<file path="config.mk">
export PLATFORM = sky130hd
export DESIGN_NAME = pingpong_sched
export DESIGN_NICKNAME = d
export VERILOG_FILES = /design/src/rtl/pingpong_sched.sv
export SDC_FILE = /design/constraint.sdc
export NUM_CORES = 1
export LEC_CHECK = 0
export ABC_AREA = 1
export ABC_CLOCK_PERIOD_IN_PS = 4300
export BUFFER_PORTS_ARGS = -buffer_cell sky130_fd_sc_hd__buf_2
export CAP_MARGIN = 20
export CORE_AREA = 2 2 102 104
export CTS_CLUSTER_SIZE = 25
export DETAILED_ROUTE_END_ITERATION = 12
export DIE_AREA = 0 0 104 106
export HOLD_SLACK_MARGIN = 0.02
export PLACE_DENSITY = 0.45
export SYNTH_ARGS = -nofsm -noshare
export SYNTH_HDL_FRONTEND = slang
export SYNTH_SLANG_ARGS = --single-unit
</file>
<file path="constraint.sdc">
create_clock -name clk -period 4.3 [get_ports clk]
set_input_delay 0.215 -clock clk [delete_from_list [all_inputs] [get_ports clk]]
set_output_delay 0.215 -clock clk [all_outputs]
set_load 0.1 [all_outputs]
</file>
<file path="src/rtl/pingpong_sched.sv">
// Ping-pong bank scheduler: waits for a load bank, swaps banks, streams tensor read
// addresses and result writes, then waits for the result drain. Optional macro PINGPONG_SCHED_PERF_EN.
`ifndef TENSOR_SIZE
`define TENSOR_SIZE 8
`endif
`ifndef ADDR_SIZE
`define ADDR_SIZE 8
`endif
`ifndef DATA_WIDTH
`define DATA_WIDTH 16
`endif

module pingpong_sched (
   input  logic                   clk,
   input  logic                   rstn,
   input  logic                   enable,
   input  logic                   start,
   input  logic [`TENSOR_SIZE-1:0] n_tensor_size,
   input  logic                   dma_w_last,
   input  logic                   dma_r_last,
   input  logic                   pe_ready,
   input  logic                   pe_res_vld,
   input  logic [`DATA_WIDTH-1:0] pe_res_data,
   output logic                   conv_en,
   output logic                   w_done,
   output logic [`ADDR_SIZE-1:0]  tensor_addr,
   output logic                   t_addr_vld,
   output logic [`ADDR_SIZE-1:0]  result_addr,
   output logic [`DATA_WIDTH-1:0] result_data,
   output logic                   result_w_ena,
   output logic                   result_w_vld,
   output logic                   busy
`ifdef PINGPONG_SCHED_PERF_EN
   ,
   output logic [31:0]            perf_cycles
`endif
);

   localparam int AW = `ADDR_SIZE;
   localparam int TW = `TENSOR_SIZE;
   localparam int CW = (TW > AW) ? TW : AW;

   typedef enum logic [1:0] {IDLE, WAIT_LOAD, COMPUTE, WAIT_DRAIN} state_t;

   state_t          state;
   logic [TW-1:0]   n_lat;
   logic [AW-1:0]   rd_cnt;
   logic [AW-1:0]   wr_cnt;
   logic            rd_end;
   logic            conv_en_q;
   logic            w_done_q;

   logic            act;
   logic            in_comp;
   logic [CW-1:0]   n_ext;
   logic [CW-1:0]   rd_ext;
   logic [CW-1:0]   wr_ext;
   logic            rd_fire;
   logic            rd_last;
   logic            wr_last;

   assign act     = enable & ~rstn;
   assign in_comp = (state == COMPUTE);
   assign n_ext   = CW'(n_lat);
   assign rd_ext  = CW'(rd_cnt);
   assign wr_ext  = CW'(wr_cnt);

   // Reads start one cycle after the swap pulse; rd_end keeps tensor_addr parked on N-1.
   assign t_addr_vld   = act & in_comp & ~conv_en_q & ~rd_end & (rd_ext < n_ext);
   assign rd_fire      = t_addr_vld & pe_ready;
   assign rd_last      = rd_fire & (rd_ext == n_ext - CW'(1));
   assign result_w_vld = act & in_comp & pe_res_vld & (wr_ext < n_ext);
   assign result_w_ena = result_w_vld;
   assign wr_last      = result_w_vld & (wr_ext == n_ext - CW'(1));
   assign result_data  = result_w_vld ? pe_res_data : '0;
   assign result_addr  = rstn ? '0 : wr_cnt;
   assign tensor_addr  = rstn ? '0 : rd_cnt;
   assign conv_en      = act & conv_en_q;
   assign w_done       = act & w_done_q;
   assign busy         = ~rstn & (state != IDLE);

   always_ff @(posedge clk) begin
      if (rstn) begin
         state     <= IDLE;
         n_lat     <= '0;
         rd_cnt    <= '0;
         wr_cnt    <= '0;
         rd_end    <= 1'b0;
         conv_en_q <= 1'b0;
         w_done_q  <= 1'b0;
      end else if (enable) begin
         conv_en_q <= 1'b0;
         w_done_q  <= 1'b0;
         case (state)
            IDLE: begin
               if (start) begin
                  state <= WAIT_LOAD;
                  n_lat <= n_tensor_size;
               end
            end
            WAIT_LOAD: begin
               if (dma_w_last) begin
                  state     <= COMPUTE;
                  conv_en_q <= 1'b1;
                  rd_cnt    <= '0;
                  wr_cnt    <= '0;
                  rd_end    <= 1'b0;
               end
            end
            COMPUTE: begin
               if (rd_fire) begin
                  if (rd_last) rd_end <= 1'b1;
                  else         rd_cnt <= rd_cnt + AW'(1);
               end
               if (result_w_vld) wr_cnt <= wr_cnt + AW'(1);
               // N=0 finishes straight away through the equality term.
               if (wr_last || (wr_ext == n_ext)) begin
                  w_done_q <= 1'b1;
                  state    <= WAIT_DRAIN;
               end
            end
            WAIT_DRAIN: begin
               if (dma_r_last) begin
                  if (start) begin
                     state <= WAIT_LOAD;
                     n_lat <= n_tensor_size;
                  end else begin
                     state <= IDLE;
                  end
               end
            end
            default: state <= IDLE;
         endcase
      end
   end

`ifdef PINGPONG_SCHED_PERF_EN
   always_ff @(posedge clk) begin
      if (rstn) begin
         perf_cycles <= '0;
      end else if (enable && in_comp) begin
         if (conv_en_q)               perf_cycles <= '0;
         else if (perf_cycles != '1)  perf_cycles <= perf_cycles + 32'd1;
      end
   end
`endif

endmodule

</file>
==> impl_results.md, run 1 <==
- H-tree Lvls: 2
- Clk_lat worst skew: 0.29 ns
- Max-cap viol count: 0
- Largest net degree at the start of global routing: 27
- Inserted Clock Buffers: 5
- FILL cells: 1162
- Critical-path cell list: inv_1, ha_1, inv_4, nor2_4, nand3_2, a21oi_4, inv_4, nor2_1, buf_2
- Grt met2 use: 0.247
- WP data required: 4.09 ns
- Vias in the first global route: 2605
- Final Setup Violations: 0
- Worst slew pin tran: 0.518 ns
- Area leader, netlist: dfxtp_1
- Post-synthesis cell area: 0.00254 mm²
- Nets@finish: 536
- Leak Pwr: 0.00157 µW
- RR Startpoint: state[0]
- R2R Setup Slk: 1.89 ns
- Count of different cell masters after synthesis: 34
- Largest vdd supply drop: 0.000108 V
- Initial antenna violation count: 0
- DIE WIDTH: 104 µm
- CTS tree: yes
- Worst EP arrival: 2.47 ns
- Clock buffer depth: 2
- Top cell type's share of synthesized area: 0.228
- # rows: 37
- Cells after synthesis: 412
- Count of buffers from port buffering: 69
- Worst reg2reg path depth: 10
- Synth Warn #: 0
- Total Routed Length: 8100 µm
- Vias/cell: 4.39
- CP max FO: 17
- Setup TNS: 0 ns
- Syn Area/Cell: 6.17 µm²
- Worst Hold Class: input port to register
- Layout area overhead: 22.3%
- Io pins: 70
- Setup crit start kind: register
- Routability congestion estimate: 0.782
- Grt peak-use layer: met2
- Crit path largest cell delay: 0.47 ns
- Slew Viols, Final: 0
- Total die area: 0.0110 mm²
- HP Start: enable
- Post-route ant nets: 0
- Slowest cell on the critical path: ha_1
- # resized after CTS: 0
- Post-CTS Setup Inserts: 0
- M3 GR Usage: 0.0270
- Unrepaired setup endpoints after global routing: no
- WL/cell: 13.1 µm
- Outcome: completed
- Total power: 914 µW
- Share of layout cells above drive strength 1: 0.195
- DRT Pass-1 Iters: 4
- Clk slew on worst S/H paths: 0.07 ns
- First DRT Iteration DRCs: 126
- GRT met1 Usage: 0.195
- DP HPWL: 6500 µm
- Synth area leaders: dfxtp_1 23%, nand2_1 12%, ha_1 11%
- Final Skew: 0.0100 ns
- Die H: 106 µm
- Hold buffer count at cts: 0
- Worst Hold End: w_done_q
- Routed vias: 2710
- Setup Crit Path Kind: register to output pin
- Global-route wire length before repair: 12900 µm
- Net count after synthesis: 467
- Worst hold path cell count: 2
- N_diodes: 0
- GRT Total Usage: 0.147
- Fmax: 372 MHz
- Final period util: 0.625
- Sequential area share after synthesis: 0.228
- Total grt overflow: 0
- Seq cells post-synth: 29
- Clock sinks: 29
- Type of destination of the critical path: output pin
- FF-to-FF End: wr_cnt[5]
- Relative slew slack: 0.655
- DRC violations left: 0
- CTS root buffer: clkbuf_8
- Initial Util: 0.254
- Most Frequent Cell on Critical Path: inv_4
- Fin. Hold Viols: 0
- Final Critical Period: 2.69 ns
- CORE AREA: 0.0100 mm²
- Power density over the cells: 294 mW/mm²
-- placed cells by master (no fill, tap or decap), drive strengths merged, types with 2 or more instances in the layout --
cell type and count:
dfxtp 29, nor2 75, a21oi 30, clkbuf 6, nand2 86, nor3 8, xor2 7, nand3 34
buf 69, ha 23, nand4 14, o21ai 18, clkinv 2, inv 74
-- routing by layer --
layer,wire length (µm),up-vias
met5,0,-
met4,87,0
met3,322,7
met2,3730,43
met1,3960,1209
li1,-,1451
-- cell type report --
type	instances	area, µm²	share of cell area
sequential	29	581	0.187
clock inverter	2	10.0	0.00322
clock buffer	6	72.6	0.0233
timing repair buffer	69	345	0.111
inverter	74	283	0.0909
multi-input combinational	302	1650	0.530
tap	136	170	0.0547
-- state kept, by name, summed over array words and instances, names as in the netlist --
name       cells
rd_cnt         8
conv_en_q      1
w_done_q       1
wr_cnt         8
n_ext          8
state          2
rd_end         1
-- kinds of logic after synthesis --
logic type                 after synthesis  synth area share
adders and majority gates               23             0.113
xor gates and xnor gates                 8            0.0275
buffers and inverters                   81             0.123
and+or+nand+nor                        219             0.385
AOI/OAI and AO/OA                       52             0.123
DFF                                     29             0.228
-- where the power goes --
part / leakage (µW) / switching (µW) / total, µW / internal, µW
Clock: 0.0000450 / 127 / 240 / 112
Combinational: 0.00129 / 266 / 373 / 107
Sequential: 0.000235 / 17.6 / 302 / 284
-- worst max path at each step --
| stage | endpoint | slack (ns) | from |
|---|---|---|---|
| after global routing | result_data[13] | 1.41 | state[0] |
| final | result_data[13] | 1.61 | state[0] |
| after global placement | wr_cnt[5] | 1.95 | state[0] |
| after floorplan | result_data[10] | 0.79 | state[0] |
| after detailed placement | wr_cnt[5] | 1.88 | state[0] |
| after CTS | result_data[13] | 1.57 | state[0] |
-- critical path, delay by kind of cell (launching register included) --
family / cells / cell delay, ns
DFF: 1 / 0.36
AOI/OAI and AO/OA: 1 / 0.18
and+or+nand+nor: 3 / 0.38
buffers and inverters: 4 / 0.79
adders and majority gates: 1 / 0.47
-- synth_stat cells, drive strengths merged --
cell / instances
nor2: 75
nand2: 86
nor3: 8
o21ai: 18
nor4: 1
a21oi: 30
a211oi: 1
buf: 3
nand4: 14
o21bai: 1
xor2: 7
o31ai: 1
xnor2: 1
dfxtp: 29
a311oi: 1
nor3b: 1
inv: 74
nand3: 34
ha: 23
clkbuf: 4
-- per-stage QoR --
| step | cells | worst slack (ns) | hold WS [ns] | area, µm² | utilization |
|---|---|---|---|---|---|
| 3_3_place_gp | 610 | 1.95 | 0.461 | 3030 | 0.303 |
| 6_report | 618 | 1.61 | 0.180 | 3110 | 0.311 |
| 2_1_floorplan | 412 | 0.791 | 0.318 | 2540 | - |
| 4_1_cts | 618 | 1.57 | 0.167 | 3110 | 0.311 |
| 3_5_place_dp | 610 | 1.88 | 0.461 | 3030 | 0.303 |
| 5_1_grt | 618 | 1.41 | 0.179 | 3110 | 0.311 |
Power figures use the tool's default switching activity.
==> run 2, diff against run 1 <==
--- a/config.mk
+++ b/config.mk
@@ -6,7 +6,7 @@
 export NUM_CORES = 1
 export LEC_CHECK = 0
 export ABC_AREA = 1
-export ABC_CLOCK_PERIOD_IN_PS = 4300
+export ABC_CLOCK_PERIOD_IN_PS = 2400
 export BUFFER_PORTS_ARGS = -buffer_cell sky130_fd_sc_hd__buf_2
 export CAP_MARGIN = 20
 export CORE_AREA = 2 2 102 104
@@ -14,7 +14,7 @@
 export DETAILED_ROUTE_END_ITERATION = 12
 export DIE_AREA = 0 0 104 106
 export HOLD_SLACK_MARGIN = 0.02
-export PLACE_DENSITY = 0.45
+export PLACE_DENSITY = 0.47
 export SYNTH_ARGS = -nofsm -noshare
 export SYNTH_HDL_FRONTEND = slang
 export SYNTH_SLANG_ARGS = --single-unit
==> constraint.sdc (replaced) <==
create_clock -name clk -period 2.4 [get_ports clk]
set_input_delay 0.12 -clock clk [delete_from_list [all_inputs] [get_ports clk]]
set_output_delay 0.12 -clock clk [all_outputs]
set_load 0.1 [all_outputs]
==> run 2 against run 1 <==
Net effect: register-to-register slack got worse by 1.6 ns; via count up 2.8%; die area stayed put; clock power increased by 130%; setup slack got worse by 1.5 ns; total power grew 99%; sequential power up 81%; critical endpoint is now result_data[15].
==> impl_results.md, run 2 (same netlist as run 1, synthesis figures left out) <==
- Worst Hold Class: input port to register (unchanged)
- # rows: 37 (unchanged)
- Final Skew: 0.0115 ns (was 0.0100 ns)
- GRT Total Usage: 0.150 (was 0.147)
- DRC violations left: 0 (unchanged)
- CORE AREA: 0.0100 mm² (unchanged)
- Routability congestion estimate: 0.949 (was 0.782)
- Relative slew slack: 0.672 (was 0.655)
- WP data required: 2.28 ns (was 4.09 ns)
- Largest net degree at the start of global routing: 26 (was 27)
- Setup crit start kind: register (unchanged)
- Initial Util: 0.254 (unchanged)
- Layout area overhead: 42.6% (was 22.3%)
- Max-cap viol count: 0 (unchanged)
- Final worst slack: 0.114 ns (was 1.61 ns)
- Count of buffers from port buffering: 69 (unchanged)
- Clock sinks: 29 (unchanged)
- CP max FO: 16 (was 17)
- Most frequent cells in the layout: 83 x nand2_1, 63 x inv_1, 55 x nor2_1 (was 84 x nand2_1, 71 x nor2_1, 70 x inv_1)
- Clk_lat worst skew: 0.29 ns (about the same)
- Worst slew pin tran: 0.495 ns (was 0.518 ns)
- Share of layout cells above drive strength 1: 0.288 (was 0.195)
- Die H: 106 µm (unchanged)
- P_int: 1080 µW (was 504 µW)
- Clock share of power: 0.303 (was 0.262)
- Io pins: 70 (unchanged)
- DIE WIDTH: 104 µm (unchanged)
- Setup Crit Path Kind: register to output pin (unchanged)
- Global-route wire length before repair: 13400 µm (was 12900 µm)
- CTS tree: yes (unchanged)
- Critical-path cell list: inv_1, ha_1, nand2_1, nand2_1, nand2_1, nand3_2, a21oi_4, inv_4, buf_8, nor2_2, buf_12 (was inv_1, ha_1, inv_4, nor2_4, nand3_2, a21oi_4, inv_4, nor2_1, buf_2)
- Post-route ant nets: 0 (unchanged)
- Hold buffer count at cts: 0 (unchanged)
- Comb pwr share: 0.396 (was 0.408)
- Most Frequent Cell on Critical Path: nand2_1 (was inv_4)
- P_sw: 737 µW (was 411 µW)
- Worst hold path cell count: 2 (unchanged)
- Switching Share: 0.406 (was 0.449)
- Vias/cell: 4.46 (was 4.39)
- Total grt overflow: 0 (unchanged)
- H-tree Lvls: 2 (unchanged)
- WL/cell: 12.8 µm (was 13.1 µm)
- DRT Pass-1 Iters: 4 (unchanged)
- Crit path largest cell delay: 0.41 ns (was 0.47 ns)
- Final Core Density: 0.363 (was 0.311)
- RR Startpoint: n_ext[4] (was state[0])
- CP Depth: 11 (was 9)
- Worst EP arrival: 2.17 ns (was 2.47 ns)
- FILL cells: 1085 (was 1162)
- Clock buffer depth: 2 (unchanged)
- Clk slew on worst S/H paths: 0.07 ns (about the same)
- Inserted Clock Buffers: 5 (unchanged)
- Origin of the worst setup path: n_ext[4] (was state[0])
- Final Setup Violations: 0 (unchanged)
- CP bufs+invs: 4 (unchanged)
- First DRT Iteration DRCs: 108 (was 126)
- Most common cell after layout, fill and taps aside: nand2_1 (unchanged)
- Flop pwr share: 0.301 (was 0.330)
- Worst slack at placement: 0.279 ns (was 1.88 ns)
- Nets@finish: 543 (was 536)
- Unrepaired setup endpoints after global routing: no (unchanged)
- HP Start: enable (unchanged)
- Type of destination of the critical path: output pin (unchanged)
- Outcome: completed (unchanged)
- Final Critical Period: 2.29 ns
- Power density over the cells: 500 mW/mm² (was 294 mW/mm²)
- Fmax: 437 MHz
- Leak Pwr: 0.00167 µW (was 0.00157 µW)
- Fin. Hold Viols: 0 (unchanged)
- CTS root buffer: clkbuf_8 (unchanged)
- N_diodes: 0 (unchanged)
- Critical path's top delay family: buffers and inverters (unchanged)
- Initial antenna violation count: 0 (unchanged)
- Worst reg2reg path depth: 13 (was 10)
- Vias in the first global route: 2706 (was 2605)
- Routed vias: 2785 (was 2710)
- Total Routed Length: 8030 µm (was 8100 µm)
- Slowest cell on the critical path: dfxtp_1 (was ha_1)
- Slew Viols, Final: 0 (unchanged)
- DP HPWL: 6650 µm (was 6500 µm)
- Final period util: 0.953
- Largest vdd supply drop: 0.000194 V (was 0.000108 V)
- Total die area: 0.0110 mm² (unchanged)
[run 2: layer usage]
metal / track usage / up-vias / wire (µm)
li1: - / 1469 / -
met2: 0.268 / 51 / 3880
met4: 0.0376 / 0 / 97
met5: 0 / - / 0
met3: 0.0258 / 6 / 299
met1: 0.187 / 1259 / 3750
[run 2: metrics by stage]
step           cell area, µm²  total power (µW)  std cells  hold WS [ns]  setup TNS [ns]
3_5_place_dp             3490              1270        615         0.380               0
5_1_grt                  3630              1950        625        0.0826               0
4_1_cts                  3610              1840        623        0.0715               0
6_report                 3630              1820        625        0.0737               0
3_3_place_gp             3490              1270        615         0.371               0
2_1_floorplan            2750              1090        412         0.223           -2.05
[run 2: what timing repair did]
action,4_1_cts,5_1_grt
gates resized for setup,1,1
hold endpoints to repair,0,0
endpoints found under the setup margin,6,6
buffers inserted,0,2
pin swaps,0,1
[run 2: path summary, 6_finish.rpt]
check                          to  slack (ns)
setup / recovery  result_data[15]        0.11
setup reg to reg        wr_cnt[5]        0.26
hold / removal           w_done_q        0.07
hold reg to reg            rd_end        0.47
[run 2: cell type report]
| type | instances | area (µm²) | share of cell area |
|---|---|---|---|
| inverter | 74 | 283 | 0.0780 |
| tap | 136 | 170 | 0.0469 |
| clock buffer | 7 | 86.3 | 0.0238 |
| multi-input combinational | 302 | 1820 | 0.502 |
| sequential | 29 | 592 | 0.163 |
| timing repair buffer | 76 | 646 | 0.178 |
| clock inverter | 1 | 30.0 | 0.00828 |
[run 2: power groups by stage]
stage / combinational (µW) / clock, µW / sequential (µW)
floorplan: 537 / 0 / 548
global placement: 714 / 0 / 557
detailed placement: 715 / 0 / 558
CTS: 717 / 572 / 546
global route: 808 / 588 / 551
finish: 719 / 549 / 547
[run 2: worst register-to-register path: cells and delay by family, from the launching register on]
family	cells	cell delay, ns
flip-flops	1	0.41
AO/OA/AOI/OAI	2	0.50
buffers and inverters	2	0.21
XOR/XNOR	1	0.15
AND/OR/NAND/NOR	7	0.55
adder cells (fa/ha/maj)	1	0.20
